--- config.mk ---
export PLATFORM = sky130hd
export DESIGN_NAME = multicycle_ctrl
export DESIGN_NICKNAME = d
export VERILOG_FILES = /design/src/rtl/multicycle_ctrl.sv
export SDC_FILE = /design/constraint.sdc
export NUM_CORES = 1
export LEC_CHECK = 0
export BUFFER_PORTS_ARGS = -buffer_cell sky130_fd_sc_hd__buf_4
export CORE_UTILIZATION = 50
export DETAILED_ROUTE_END_ITERATION = 12
export GPL_TIMING_DRIVEN = 0
export PLACE_DENSITY = 0.75
export SYNTH_ARGS = -nofsm -noshare
export SYNTH_HDL_FRONTEND = slang
export SYNTH_SLANG_ARGS = --single-unit
--- constraint.sdc ---
create_clock -name clk -period 2.2 [get_ports clk]
set_input_delay 0.11 -clock clk [delete_from_list [all_inputs] [get_ports clk]]
set_output_delay 0.11 -clock clk [all_outputs]
set_load 0.01 [all_outputs]
--- src/rtl/multicycle_ctrl.sv ---
// rtl/multicycle_ctrl.sv - multi-cycle RV32I control sequencer sharing one memory port
// Steps each instruction through FETCH/DECODE/EXEC/MEM/WB and drives datapath selects.
module multicycle_ctrl (
   input  logic        clk,
   input  logic        rst_n,
   input  logic [6:0]  opcode,
   input  logic        mem_ready,
   input  logic        branch_taken,
   output logic        mem_req,
   output logic        mem_we,
   output logic        ir_write,
   output logic        pc_write,
   output logic [1:0]  pc_src,
   output logic [1:0]  alu_src_a,
   output logic        alu_src_b,
   output logic [1:0]  alu_op,
   output logic        reg_write,
   output logic [1:0]  mem_to_reg,
   output logic        illegal,
   output logic        retire,
   output logic [31:0] instret,
   output logic [2:0]  state
);

   typedef enum logic [2:0] {
      S_FETCH  = 3'd0,
      S_DECODE = 3'd1,
      S_EXEC   = 3'd2,
      S_MEM    = 3'd3,
      S_WB     = 3'd4,
      S_TRAP   = 3'd5
   } state_t;

   localparam logic [6:0] OP_R     = 7'b0110011;
   localparam logic [6:0] OP_I     = 7'b0010011;
   localparam logic [6:0] OP_LW    = 7'b0000011;
   localparam logic [6:0] OP_SW    = 7'b0100011;
   localparam logic [6:0] OP_BR    = 7'b1100011;
   localparam logic [6:0] OP_JAL   = 7'b1101111;
   localparam logic [6:0] OP_JALR  = 7'b1100111;
   localparam logic [6:0] OP_LUI   = 7'b0110111;
   localparam logic [6:0] OP_AUIPC = 7'b0010111;

   state_t      state_q, state_d;
   logic [6:0]  op_q;
   logic [31:0] instret_q;

   logic       req_d, we_d, irw_d, pcw_d, sb_d, rw_d, ret_d;
   logic [1:0] pcs_d, sa_d, aop_d, m2r_d;

   function automatic logic is_legal(input logic [6:0] op);
      case (op)
         OP_R, OP_I, OP_LW, OP_SW, OP_BR,
         OP_JAL, OP_JALR, OP_LUI, OP_AUIPC: is_legal = 1'b1;
         default:                           is_legal = 1'b0;
      endcase
   endfunction

   always_ff @(posedge clk or negedge rst_n) begin
      if (!rst_n) begin
         state_q   <= S_FETCH;
         op_q      <= 7'd0;
         instret_q <= 32'd0;
      end else begin
         state_q <= state_d;
         if (state_q == S_DECODE)
            op_q <= opcode;
         if (ret_d)
            instret_q <= instret_q + 32'd1;
      end
   end

   always_comb begin
      state_d = state_q;
      req_d   = 1'b0;
      we_d    = 1'b0;
      irw_d   = 1'b0;
      pcw_d   = 1'b0;
      pcs_d   = 2'b00;
      sa_d    = 2'b00;
      sb_d    = 1'b0;
      aop_d   = 2'b00;
      rw_d    = 1'b0;
      m2r_d   = 2'b00;
      ret_d   = 1'b0;
      case (state_q)
         S_FETCH: begin
            req_d = 1'b1;
            if (mem_ready) begin
               irw_d   = 1'b1;
               pcw_d   = 1'b1;
               state_d = S_DECODE;
            end
         end
         S_DECODE: state_d = is_legal(opcode) ? S_EXEC : S_TRAP;
         S_EXEC: begin
            // EXEC decodes only the latched opcode so later IR changes cannot leak in
            case (op_q)
               OP_R: begin
                  aop_d   = 2'b10;
                  state_d = S_WB;
               end
               OP_I: begin
                  sb_d    = 1'b1;
                  aop_d   = 2'b10;
                  state_d = S_WB;
               end
               OP_LUI: begin
                  sb_d    = 1'b1;
                  aop_d   = 2'b11;
                  state_d = S_WB;
               end
               OP_AUIPC: begin
                  sa_d    = 2'b01;
                  sb_d    = 1'b1;
                  state_d = S_WB;
               end
               OP_LW, OP_SW: begin
                  sb_d    = 1'b1;
                  state_d = S_MEM;
               end
               OP_BR: begin
                  aop_d   = 2'b01;
                  pcw_d   = branch_taken;
                  pcs_d   = 2'b01;
                  ret_d   = 1'b1;
                  state_d = S_FETCH;
               end
               OP_JAL: begin
                  pcw_d   = 1'b1;
                  pcs_d   = 2'b01;
                  state_d = S_WB;
               end
               OP_JALR: begin
                  sb_d    = 1'b1;
                  pcw_d   = 1'b1;
                  pcs_d   = 2'b10;
                  state_d = S_WB;
               end
               default: state_d = S_TRAP;
            endcase
         end
         S_MEM: begin
            req_d = 1'b1;
            we_d  = (op_q == OP_SW);
            if (mem_ready) begin
               if (op_q == OP_SW) begin
                  ret_d   = 1'b1;
                  state_d = S_FETCH;
               end else begin
                  state_d = S_WB;
               end
            end
         end
         S_WB: begin
            rw_d    = 1'b1;
            ret_d   = 1'b1;
            state_d = S_FETCH;
            if (op_q == OP_LW)
               m2r_d = 2'b01;
            else if (op_q == OP_JAL || op_q == OP_JALR)
               m2r_d = 2'b10;
         end
         S_TRAP:  state_d = S_TRAP;
         default: state_d = S_FETCH;
      endcase
   end

   // Outputs are gated by rst_n so nothing, mem_req included, is high during reset
   assign mem_req    = rst_n & req_d;
   assign mem_we     = rst_n & we_d;
   assign ir_write   = rst_n & irw_d;
   assign pc_write   = rst_n & pcw_d;
   assign pc_src     = rst_n ? pcs_d : 2'b00;
   assign alu_src_a  = rst_n ? sa_d  : 2'b00;
   assign alu_src_b  = rst_n & sb_d;
   assign alu_op     = rst_n ? aop_d : 2'b00;
   assign reg_write  = rst_n & rw_d;
   assign mem_to_reg = rst_n ? m2r_d : 2'b00;
   assign retire     = rst_n & ret_d;
   assign illegal    = rst_n & (state_q == S_TRAP);
   assign instret    = rst_n ? instret_q : 32'd0;
   assign state      = rst_n ? state_q : 3'd0;

endmodule
# Yosys cells after proc, flatten, opt, wreduce, memory -nomap -nowiden
# Cells that the tools add are included.
op_classes:
  add_sub_neg: 1
  n_eq_ne: 25
  mux: 36
  n_bitwise: 8
  reduce_logical: 11
ops:
  columns: ["op", "n"]
  rows:
  - ["$eq A7 B6 Y1 const B", 6]
  - ["$eq A7 B7 Y1 const B", 6]
  - ["$add A32 B1 Y32 const B", 1]
  - ["$mux W32", 1]
  - ["$eq A7 B5 Y1 const B", 4]
  - ["$mux W2", 9]
  - ["$mux W3", 5]
  - ["$pmux W3 S5", 1]
  - ["$eq A7 B2 Y1 const B", 2]
  - ["$mux W1", 14]
  - ["$reduce_or A6 Y1", 2]
  - ["$reduce_or A2 Y1", 5]
  - ["$pmux W3 S3", 1]
  - ["$reduce_or A9 Y1", 1]
  - ["$and A1 B1 Y1", 8]
  - ["$eq A3 B2 Y1 const B", 2]
  - ["$eq A3 B3 Y1 const B", 2]
  - ["$pmux W2 S3", 1]
  - ["$ne A2 B2 Y1 const B", 2]
  - ["$pmux W1 S2", 2]
  - ["$pmux W2 S2", 1]
  - ["$eq A3 B1 Y1 const B", 1]
  - ["$logic_not A3 Y1", 1]
  - ["$pmux W1 S3", 1]
  - ["2 further kinds", 2]
totals:
  ff_bits: 42
  inputBits: 11
  output_inout_bits: 51
  elab_cells: 84

# Depth between registers and ports, before layout
# Gate-level depths: netlist of run 1.
logic_depth:
  depth_word: 6
  ltp_mapped: 7
  ltp_nobuf: 5

# Worst setup path before layout of run 1
# Ideal clock, no wire load.
synth_path:
  path_type: "register -> register"
  from: "register op_q[3]"
  to: "register instret_q[29]"
  setup_time_ns: 0.079
  arrival_time_ns: 1.770
  required_time_ns: 2.121
  setup_slack_ns: 0.350
  stages_incl_launch_ff: 7
  path_buffers: 1
  period_less_slack_ns: 1.850
  path_cell_list: "dfrtp_1 and3b_1 nand4_1 a221o_1 buf_6 nor4_4 xor2_1"
synth_between:
  elab_chain_len: 4
  word_cells_on_any_way: 6
  cone_classes: "eq/ne (2); mux (4)"
synth_lines:
  columns: ["item", "line", "text"]
  rows:
  - ["from (decl)", "45", "logic [6:0] op_q;"]
  - ["from (signal assigned)", "67", "op_q <= opcode;"]
  - ["$eq A7 B6 Y1", "147", "if (op_q == OP_SW) begin"]
  - ["$mux W1", "147", null]
  - ["$mux W1", "146", "if (mem_ready) begin"]
  - ["$pmux W1 S3 (*)", "86", "case (state_q)"]
  - ["to (signal assigned)", "69", "instret_q <= instret_q + 32'd1;"]
  - ["to (decl)", "46", "logic [31:0] instret_q;"]
# Every way passes the cells marked *; elsewhere a longest branch is shown, timed or not.
# A chain may end at the register's enable or synchronous reset.

# Worst setup path after layout of run 1
layout_path:
  from: "register state_q[0]"
  to: "output retire"
layout_between:
  elab_chain_len: 3
  word_cells_on_any_way: 5
  cone_classes: "eq/ne (3); mux (1); bitwise (1)"
layout_lines:
  columns: ["item", "line", "text"]
  rows:
  - ["from (decl)", "44", "state_t state_q, state_d;"]
  - ["from (signal assigned)", "65", "state_q <= state_d;"]
  - ["$eq A3 B3 Y1 or $eq A3 B2 Y1 (tied branches)", "86", null]
  - ["$pmux W1 S3 (*)", "86", null]
  - ["$and A1 B1 Y1 (*)", "180", "assign retire = rst_n & ret_d;"]
  - ["to (decl)", "20", "output logic retire,"]
# Marks and branches as above.

==> results of run 1 <==
-- how the worst max path moves through the flow --
stage	endpoint	slack (ns)	cells after the start
CTS	alu_src_b	0.05	6
floorplan	instret_q[29]	0.35	6
global placement	instret_q[11]	0.12	6
finish	retire	0.07	5
detailed placement	instret_q[15]	0.10	6
global route	retire	-0.06	5
-- repair_timing --
item | 4_1_cts | 5_1_grt
hold buffers | 2 | 0
setup endpoints to repair | 0 | 20
gates resized for setup | 0 | 9
buffers inserted | 0 | 2
hold endpoints to repair | 42 | 0
-- cell families after synthesis --
kind of cell | share of synthesized area (%)
AO/OA/AOI/OAI | 5.406
XOR/XNOR | 10.47
adder cells (fa/ha/maj) | 0.8687
buffers and inverters | 3.620
flip-flops | 40.54
multiplexers | 3.813
other | 0.1446
AND/OR/NAND/NOR | 35.14
-- layer usage --
metal / vias up / part of all wire, % / track usage [%]
met5: - / 0 / 0
met4: 0 / 1.2 / 7.051
met3: 9 / 4.3 / 3.794
met2: 54 / 47 / 34.85
met1: 1066 / 48 / 32.78
li1: 1072 / - / -
-- placed cells by master (no fill, tap or decap), drive strengths merged, types with 8 or more instances in the layout --
master,netlist,layout
nor4,8,8
inv,10,11
xor2,21,21
dfrtp,42,42
nor3,17,17
nand2,26,26
buf,5,67
xnor2,10,10
and2,36,36
nor2,18,18
clkbuf,6,11
nand3,9,9
-- flip-flops by register name, indices dropped and copies added, names as in the netlist --
signal,cells
state_q,3
instret_q,32
op_q,7
-- cell type report --
cell class	instances	area (um2)
fill	410	1560
multi-input combinational	207	1478
sequential	42	1051
timing repair buffer	64	495.5
tap	67	83.83
clock buffer	5	68.82
buffer	10	55.05
inverter	10	37.54
clock inverter	3	18.77
-- worst max-delay path, stage by stage, from the launching register on --
cell     delay (ns)
dfrtp_1        0.42
buf_1          0.39
mux2i_1        0.14
o21ai_1        0.45
and2_1         0.21
buf_4          0.12
-- where the power goes --
part / leakage (nW) / internal [mW] / switching, mW
Combinational: 0.974 / 0.387 / 0.483
Clock: 0.0483 / 0.223 / 0.278
Sequential: 0.536 / 0.910 / 0.149
-- Yosys cell counts, types with 2 or more instances --
master	instances	area [um2]
nand3_1	8	40.04
xor2_1	21	183.9
o21ai_0	3	15.01
nor3_2	9	90.09
xnor2_1	10	87.58
nor2_1	18	67.56
and3b_1	2	17.52
or3_1	2	12.51
nand4_1	6	37.54
or4_4	2	22.52
nand3b_1	2	15.01
and4_1	2	17.52
nor3_1	8	40.04
inv_1	10	37.54
dfrtp_1	42	1051
nor4_4	2	42.54
nand2_1	26	97.59
nor2b_1	2	12.51
clkbuf_1	5	18.77
mux2_2	7	78.83
and2_1	36	225.2
a211oi_1	2	15.01
nor4_1	5	31.28
mux2i_1	2	20.02
a21oi_1	3	15.01
nor4b_1	2	17.52
buf_2	2	10.01
==> flow_summary.yaml, run 1 <==
logic_synthesis:
  syn_inst: 270
  ys_types: 58
  avgSynthCellArea_um2: 9.602
  synth_edf_count: 0
  async_flop_share_pct: 100.0
  synth_seq_area_share_pct: 40.54
  ys_ff_latch: 42
  synthFlopType: "dfrtp_1"
  yosysWarnings: 0
  syn_area_mm2: 0.002592
  synth_nets: 282
hold_path:
  hold_class: "input pin to flop"
  hold_end: "op_q[5]"
  worstHoldStart: "opcode[5]"
  worstHoldPathCells: 3
sta:
  period_minus_slack_ns: 2.132
  slew_violations: 0
  whs_ns: 0.03132
  setup_slack_ns: 0.06763
  setup_tns_ns: 0
  finalCritPeriodShare_pct: 96.93
  rsz0062_at_grt: "yes"
  slew-limit-headroom_pct: 63.30
  fmax_ghz: 0.4690
  finalClockSkew_ns: 0.01258
  finalSetupViolations: 0
  tightest_slew_ns: 0.5428
  hold_violations: 0
floorplan:
  initial_core_util_pct: 53.47
  row_count: 25
  die-width_um: 74.01
  die_area_mm2: 0.005477
  die-height_um: 74.01
  io_pins: 62
  core_area_mm2: 0.004848
setup_path:
  path_class: "flop to output port"
  r2r_start: "op_q[3]"
  cp-end-kind: "output port"
  critPathLaunchType: "flop"
  path_max_fanout: 10
  required_ns: 2.09
  r2r_cells: 6
  worst_r2r_endpoint: "instret_q[15]"
  arrival_ns: 2.02
  critPathLaunch: "state_q[0]"
  rrSetupSlack_ns: 0.15
global_route:
  grt_overflow: 0
  track_usage_pct: 22.65
  grt_pass1_vias: 1983
  grt_start_max_net_pins: 43
  antenna_found_initial: 0
  grt_pass1_wl_um: 9363
clock_tree:
  cts_sinks: 42
  clock_path_buffers: 2
  root_buffer: "clkbuf_8"
  numCtsBuffers: 5
  cts_tree: "done"
  clk_latency_ns: 0.30
  h-tree-depth: 2
  clk_pin_slew_ns: 0.08
placed_design:
  hpwl_um: 4163
  dp_cells: 397
  pre_cts_slack_ns: 0.1015
  place.gp.congestion: 0.8353
  placed_cell_area_mm2: 0.003127
  portBuffers: 60
routing:
  drt_pre_antenna_iters: 4
  viasPerCell: 5.395
  wl_um: 5819
  wl_per_cell_um: 14.26
  drc: 0
  drt-initial-drc-count: 192
  ant_nets: 0
  vias: 2201
status:
  status: "finished clean"
layout:
  instances_no_fill: 408
  antenna_cells: 0
  fin_nets: 352
  drive_above_1_share_pct: 33.14
  area_growth_pct: 26.83
  fin_area_mm2: 0.003288
  final_util_pct: 67.82
power:
  vdd_ir_drop_max_uv: 693.2
  power_density_mw_per_mm2: 738.9
  p_leak_nw: 1.558
  finalPower_mw: 2.430
run:
  maxCapViolCount: 0
(Power assumes the default switching activity.)
==> run 2, diff against run 1 <==
- CORE_UTILIZATION: 50 -> 45
- PLACE_DENSITY: 0.75 -> 0.69
==> run 2 against run 1 <==
Setup slack better by 0.018 ns. Sequential power hardly changed. Via count is 1.5% lower. Critical path type unchanged. Critical endpoint is now alu_src_b. Largest power group unchanged. Highest routed layer unchanged.
==> flow_summary.yaml, run 2 (synthesized netlist as in run 1, its figures left out) <==
status:
  status: "finished clean"
sta:
  period_minus_slack_ns: 2.114
  finalSetupViolations: 0
  slew_violations: 0
  tightest_slew_ns: 0.6791
  fmax_ghz: 0.4730
  slew-limit-headroom_pct: 54.73
  hold_violations: 0
  finalCritPeriodShare_pct: 96.11
  finalClockSkew_ns: 0.006188
  setup_tns_ns: 0
layout:
  final_common_cell: "buf_4"
  largest_register: "instret_q"
  area_growth_pct: 30.07
  drive_above_1_share_pct: 33.24
  largest_reg_flops: 32
  final_cell_mix: "64 x buf_4, 42 x dfrtp_1, 36 x and2_1"
  fin_nets: 354
  instances_no_fill: 415
  top_regs: "instret_q x32, op_q x7, state_q x3"
  fill_cells: 502
  antenna_cells: 0
hold_path:
  worstHoldStart: "opcode[5]"
  hold_class: "input pin to flop"
  worstHoldPathCells: 3
  hold_end: "op_q[5]"
power:
  p_int_mw: 1.785
  power_density_mw_per_mm2: 797.3
  power_frac_seq_pct: 39.1
  comb_power_share_pct: 32.9
  finalPower_mw: 2.689
  p_leak_nw: 1.589
  switching_share_pct: 33.59
  vdd_ir_drop_max_uv: 483.2
  clkPwrFrac_pct: 28.0
  switchingPower_mw: 0.9031
placed_design:
  dp_cells: 402
  place.gp.congestion: 0.8309
  portBuffers: 60
  hpwl_um: 4189
setup_path:
  r2r_cells: 6
  rrSetupSlack_ns: 0.11
  cp-end-kind: "output port"
  arrival_ns: 2.00
  worst_r2r_endpoint: "instret_q[30]"
  critPathLaunchType: "flop"
  r2r_start: "op_q[3]"
  path_max_fanout: 8
  path_class: "flop to output port"
  required_ns: 2.09
floorplan:
  die_area_mm2: 0.006068
  core_area_mm2: 0.005540
  die-width_um: 77.90
  initial_core_util_pct: 46.79
  row_count: 27
  die-height_um: 77.90
  io_pins: 62
routing:
  viasPerCell: 5.224
  ant_nets: 0
  wl_per_cell_um: 14.15
  drt-initial-drc-count: 123
  vias: 2168
  drc: 0
  wl_um: 5874
  drt_pre_antenna_iters: 4
clock_tree:
  clock_path_buffers: 2
  cts_tree: "done"
  clk_latency_ns: 0.29
  cts_sinks: 42
  clk_pin_slew_ns: 0.08
  root_buffer: "clkbuf_8"
  numCtsBuffers: 5
  h-tree-depth: 2
global_route:
  grt_pass1_vias: 2074
  grt_overflow: 0
  grt_start_max_net_pins: 43
  track_usage_pct: 20.70
  grt_pass1_wl_um: 9894
  antenna_found_initial: 0
run:
  maxCapViolCount: 0
[run 2: worst max path at each step]
stage | start | cells past startpoint | to | slack [ns]
floorplan | op_q[3] | 6 | instret_q[29] | 0.35
global placement | op_q[3] | 6 | instret_q[15] | 0.1
detailed placement | op_q[3] | 6 | instret_q[11] | 0.08
CTS | op_q[3] | 6 | instret_q[20] | 0.03
global route | op_q[3] | 6 | instret_q[7] | -0.002
finish | op_q[5] | 6 | alu_src_b | 0.09
[run 2: what timing repair did]
| item | CTS | global route |
|---|---|---|
| endpoints found under the hold margin | 42 | 0 |
| pin swaps | 0 | 1 |
| hold buffers | 2 | 0 |
| buffers inserted | 0 | 3 |
| endpoints found under the setup margin | 1 | 18 |
| resized for setup | 1 | 9 |
[run 2: power by group through the flow]
stage / combinational [mW] / sequential [mW] / clock (mW)
global placement: 0.829 / 1.06 / 0
finish: 0.884 / 1.05 / 0.753
global route: 0.976 / 1.07 / 0.798
floorplan: 0.587 / 1.02 / 0
detailed placement: 0.842 / 1.06 / 0
CTS: 0.857 / 1.05 / 0.771
[run 2: worst max-delay path: stages, from the launching register on]
cell and delay [ns]:
dfrtp_1 0.32, clkbuf_2 0.18, nand2_1 0.10, or4b_2 0.67, o22ai_1 0.18, o21ba_2 0.15
buf_4 0.11
[run 2: per-stage QoR]
step / hold slack, ns / utilization (%) / setup slack, ns / instance area, um2
2_1_floorplan: -0.1856 / - / 0.3504 / 2592
3_3_place_gp: 0.1383 / 56.55 / 0.09683 / 3133
3_5_place_dp: 0.1360 / 56.55 / 0.07691 / 3133
4_1_cts: 0.03859 / 59.73 / 0.02770 / 3309
5_1_grt: 0.05570 / 60.86 / -0.001604 / 3372
6_report: 0.04372 / 60.86 / 0.08561 / 3372
[run 2: layout make-up]
cell class	instances	area, um2	area share [%]
plain buffers	11	61.31	1.818
repair buffers	65	503.0	14.92
flip-flops and latches	42	1051	31.17
inverters	10	37.54	1.113
multi-input cells	207	1486	44.08
well taps	72	90.09	2.672
clock inverters	2	60.06	1.781
clock buffers	6	82.58	2.449
[run 2: per-layer routing]
| layer | GRT usage, % | wire, um |
|---|---|---|
| met1 | 29.62 | 2865 |
| met5 | 0 | 0 |
| met3 | 4.706 | 283 |
| met4 | 5.370 | 52 |
| met2 | 31.50 | 2673 |
==> run 3, diff against run 2 <==
- REMOVE_ABC_BUFFERS: default -> 1
==> run 3 against run 2 <==
Hold slack worse by 0.013 ns. Die area unchanged. Count of clock-buffer cells in the layout up 1. Flip-flop and latch count unchanged. Cell count down 1.7%. Clock power down 20%. Via count up 0.37%.
==> flow_summary.yaml, run 3 (synthesized netlist as in run 1, its figures left out) <==
status:
  status: "finished clean"
sta:
  finalClockSkew_ns: 0.004407
  whs_ns: 0.03058
  slew-limit-headroom_pct: 59.76
  tightest_slew_ns: 0.6014
  hold_violations: 0
  finalCritPeriodShare_pct: 97.30
  setup_tns_ns: 0
  slew_violations: 0
  fmax_ghz: 0.4672
  finalSetupViolations: 0
  period_minus_slack_ns: 2.141
setup_path:
  path_class: "flop to output port"
  path_cells: "nand2_1 > or4b_2 > o22ai_1 > o21ba_2 > buf_4"
  cpLargestDelayFamily: "simple AND/OR/NAND/NOR gates"
  crit_buf_inv: 1
  crit_slowest_cell: "or4b_2"
  arrival_ns: 2.03
  critPathLaunchType: "flop"
  path_max_fanout: 8
  cpPeakStageDelay_ns: 0.69
  rrSetupSlack_ns: 0.08
  cp-end-kind: "output port"
  critPathLaunch: "op_q[5]"
  required_ns: 2.09
  r2r_start: "state_q[2]"
floorplan:
  core_area_mm2: 0.005540
  die_area_mm2: 0.006068
  row_count: 27
  initial_core_util_pct: 46.79
  die-height_um: 77.90
  io_pins: 62
  die-width_um: 77.90
clock_tree:
  clk_pin_slew_ns: 0.08
  cts_tree: "done"
  cts_sinks: 42
  h-tree-depth: 2
  numCtsBuffers: 5
  root_buffer: "clkbuf_8"
  clk_latency_ns: 0.29
  clock_path_buffers: 2
power:
  power_density_mw_per_mm2: 775.1
  finalPower_mw: 2.572
  p_leak_nw: 1.567
  vdd_ir_drop_max_uv: 550.5
routing:
  wl_um: 5925
  ant_nets: 0
  drt_pre_antenna_iters: 4
  vias: 2176
  drt-initial-drc-count: 150
  drc: 0
  viasPerCell: 5.333
  wl_per_cell_um: 14.52
layout:
  drive_above_1_share_pct: 34.23
  fin_nets: 347
  fill_cells: 515
  final_cell_mix: "66 x buf_4, 38 x dfrtp_1, 36 x and2_1"
  largest_register: "instret_q"
  final_util_pct: 59.89
  largest_reg_flops: 32
  final_common_cell: "buf_4"
  top_regs: "instret_q x32, op_q x7, state_q x3"
  area_growth_pct: 27.99
  antenna_cells: 0
  fin_area_mm2: 0.003318
placed_design:
  placed_cell_area_mm2: 0.003077
  portBuffers: 60
  place.gp.congestion: 0.8218
  hpwl_um: 3683
hold_path:
  hold_class: "input pin to async pin"
global_route:
  grt_pass1_vias: 1936
  grt_start_max_net_pins: 43
  antenna_found_initial: 0
  grt_overflow: 0
  grt_pass1_wl_um: 9425
  track_usage_pct: 19.58
run:
  maxCapViolCount: 0
-- run 3: path summary, 6_finish.rpt --
| check | endpoint | cells past startpoint |
|---|---|---|
| worst max-delay path | alu_src_b | 5 |
| worst min register to register | instret_q[27] | 1 |
| max in group asynchronous | op_q[3] | 2 |
| min in group clk | op_q[5] | 3 |
| worst min-delay path | instret_q[24] | 2 |
| worst max register to register | instret_q[30] | 6 |
-- run 3: area by class of cell --
class	count	area [um2]	area share, %
well taps	72	90.09	2.715
clock buffers	7	76.32	2.300
clock inverters	1	30.03	0.9050
inverters	10	37.54	1.131
multi-input cells	209	1513	45.59
repair buffers	67	515.5	15.54
flip-flops and latches	42	1056	31.82
-- run 3: layer usage --
| layer | share of wire (%) | GRT usage [%] | wire length, um | vias to the layer above |
|---|---|---|---|---|
| met2 | 47 | 30.88 | 2783 | 64 |
| li1 | - | - | - | 1059 |
| met3 | 5.0 | 3.529 | 296 | 6 |
| met4 | 0.89 | 5.000 | 53 | 0 |
| met5 | 0 | 0 | 0 | - |
| met1 | 47 | 27.73 | 2791 | 1047 |
-- run 3: through the flow --
| stage | setup WS [ns] | cells |
|---|---|---|
| after floorplan | 0.04765 | 259 |
| after global placement | -0.2632 | 391 |
| after detailed placement | -0.2763 | 391 |
| after CTS | 0.007229 | 400 |
| after global routing | -0.01380 | 408 |
| final | 0.05937 | 408 |
-- run 3: report_power, final --
| group | internal (mW) | switching, mW | leakage [nW] |
|---|---|---|---|
| clock | 0.340 | 0.260 | 0.0524 |
| sequential | 0.917 | 0.217 | 0.532 |
| combinational | 0.412 | 0.427 | 0.983 |
| total | 1.67 | 0.904 | 1.57 |
-- run 3: timing repair --
item	4_1_cts	5_1_grt
buffers inserted	0	6
endpoints found under the setup margin	24	8
pin swaps	1	4
gates resized for setup	3	9
hold buffers	1	0
hold endpoints to repair	42	0
cloned	0	2
-- run 3: worst register-to-register path: stages (launching register included) --
cell and delay (ns):
dfrtp_2 0.45, and2b_2 0.27, nand4_1 0.12, buf_4 0.19, a221o_4 0.47, nor4_4 0.31
xor2_1 0.22
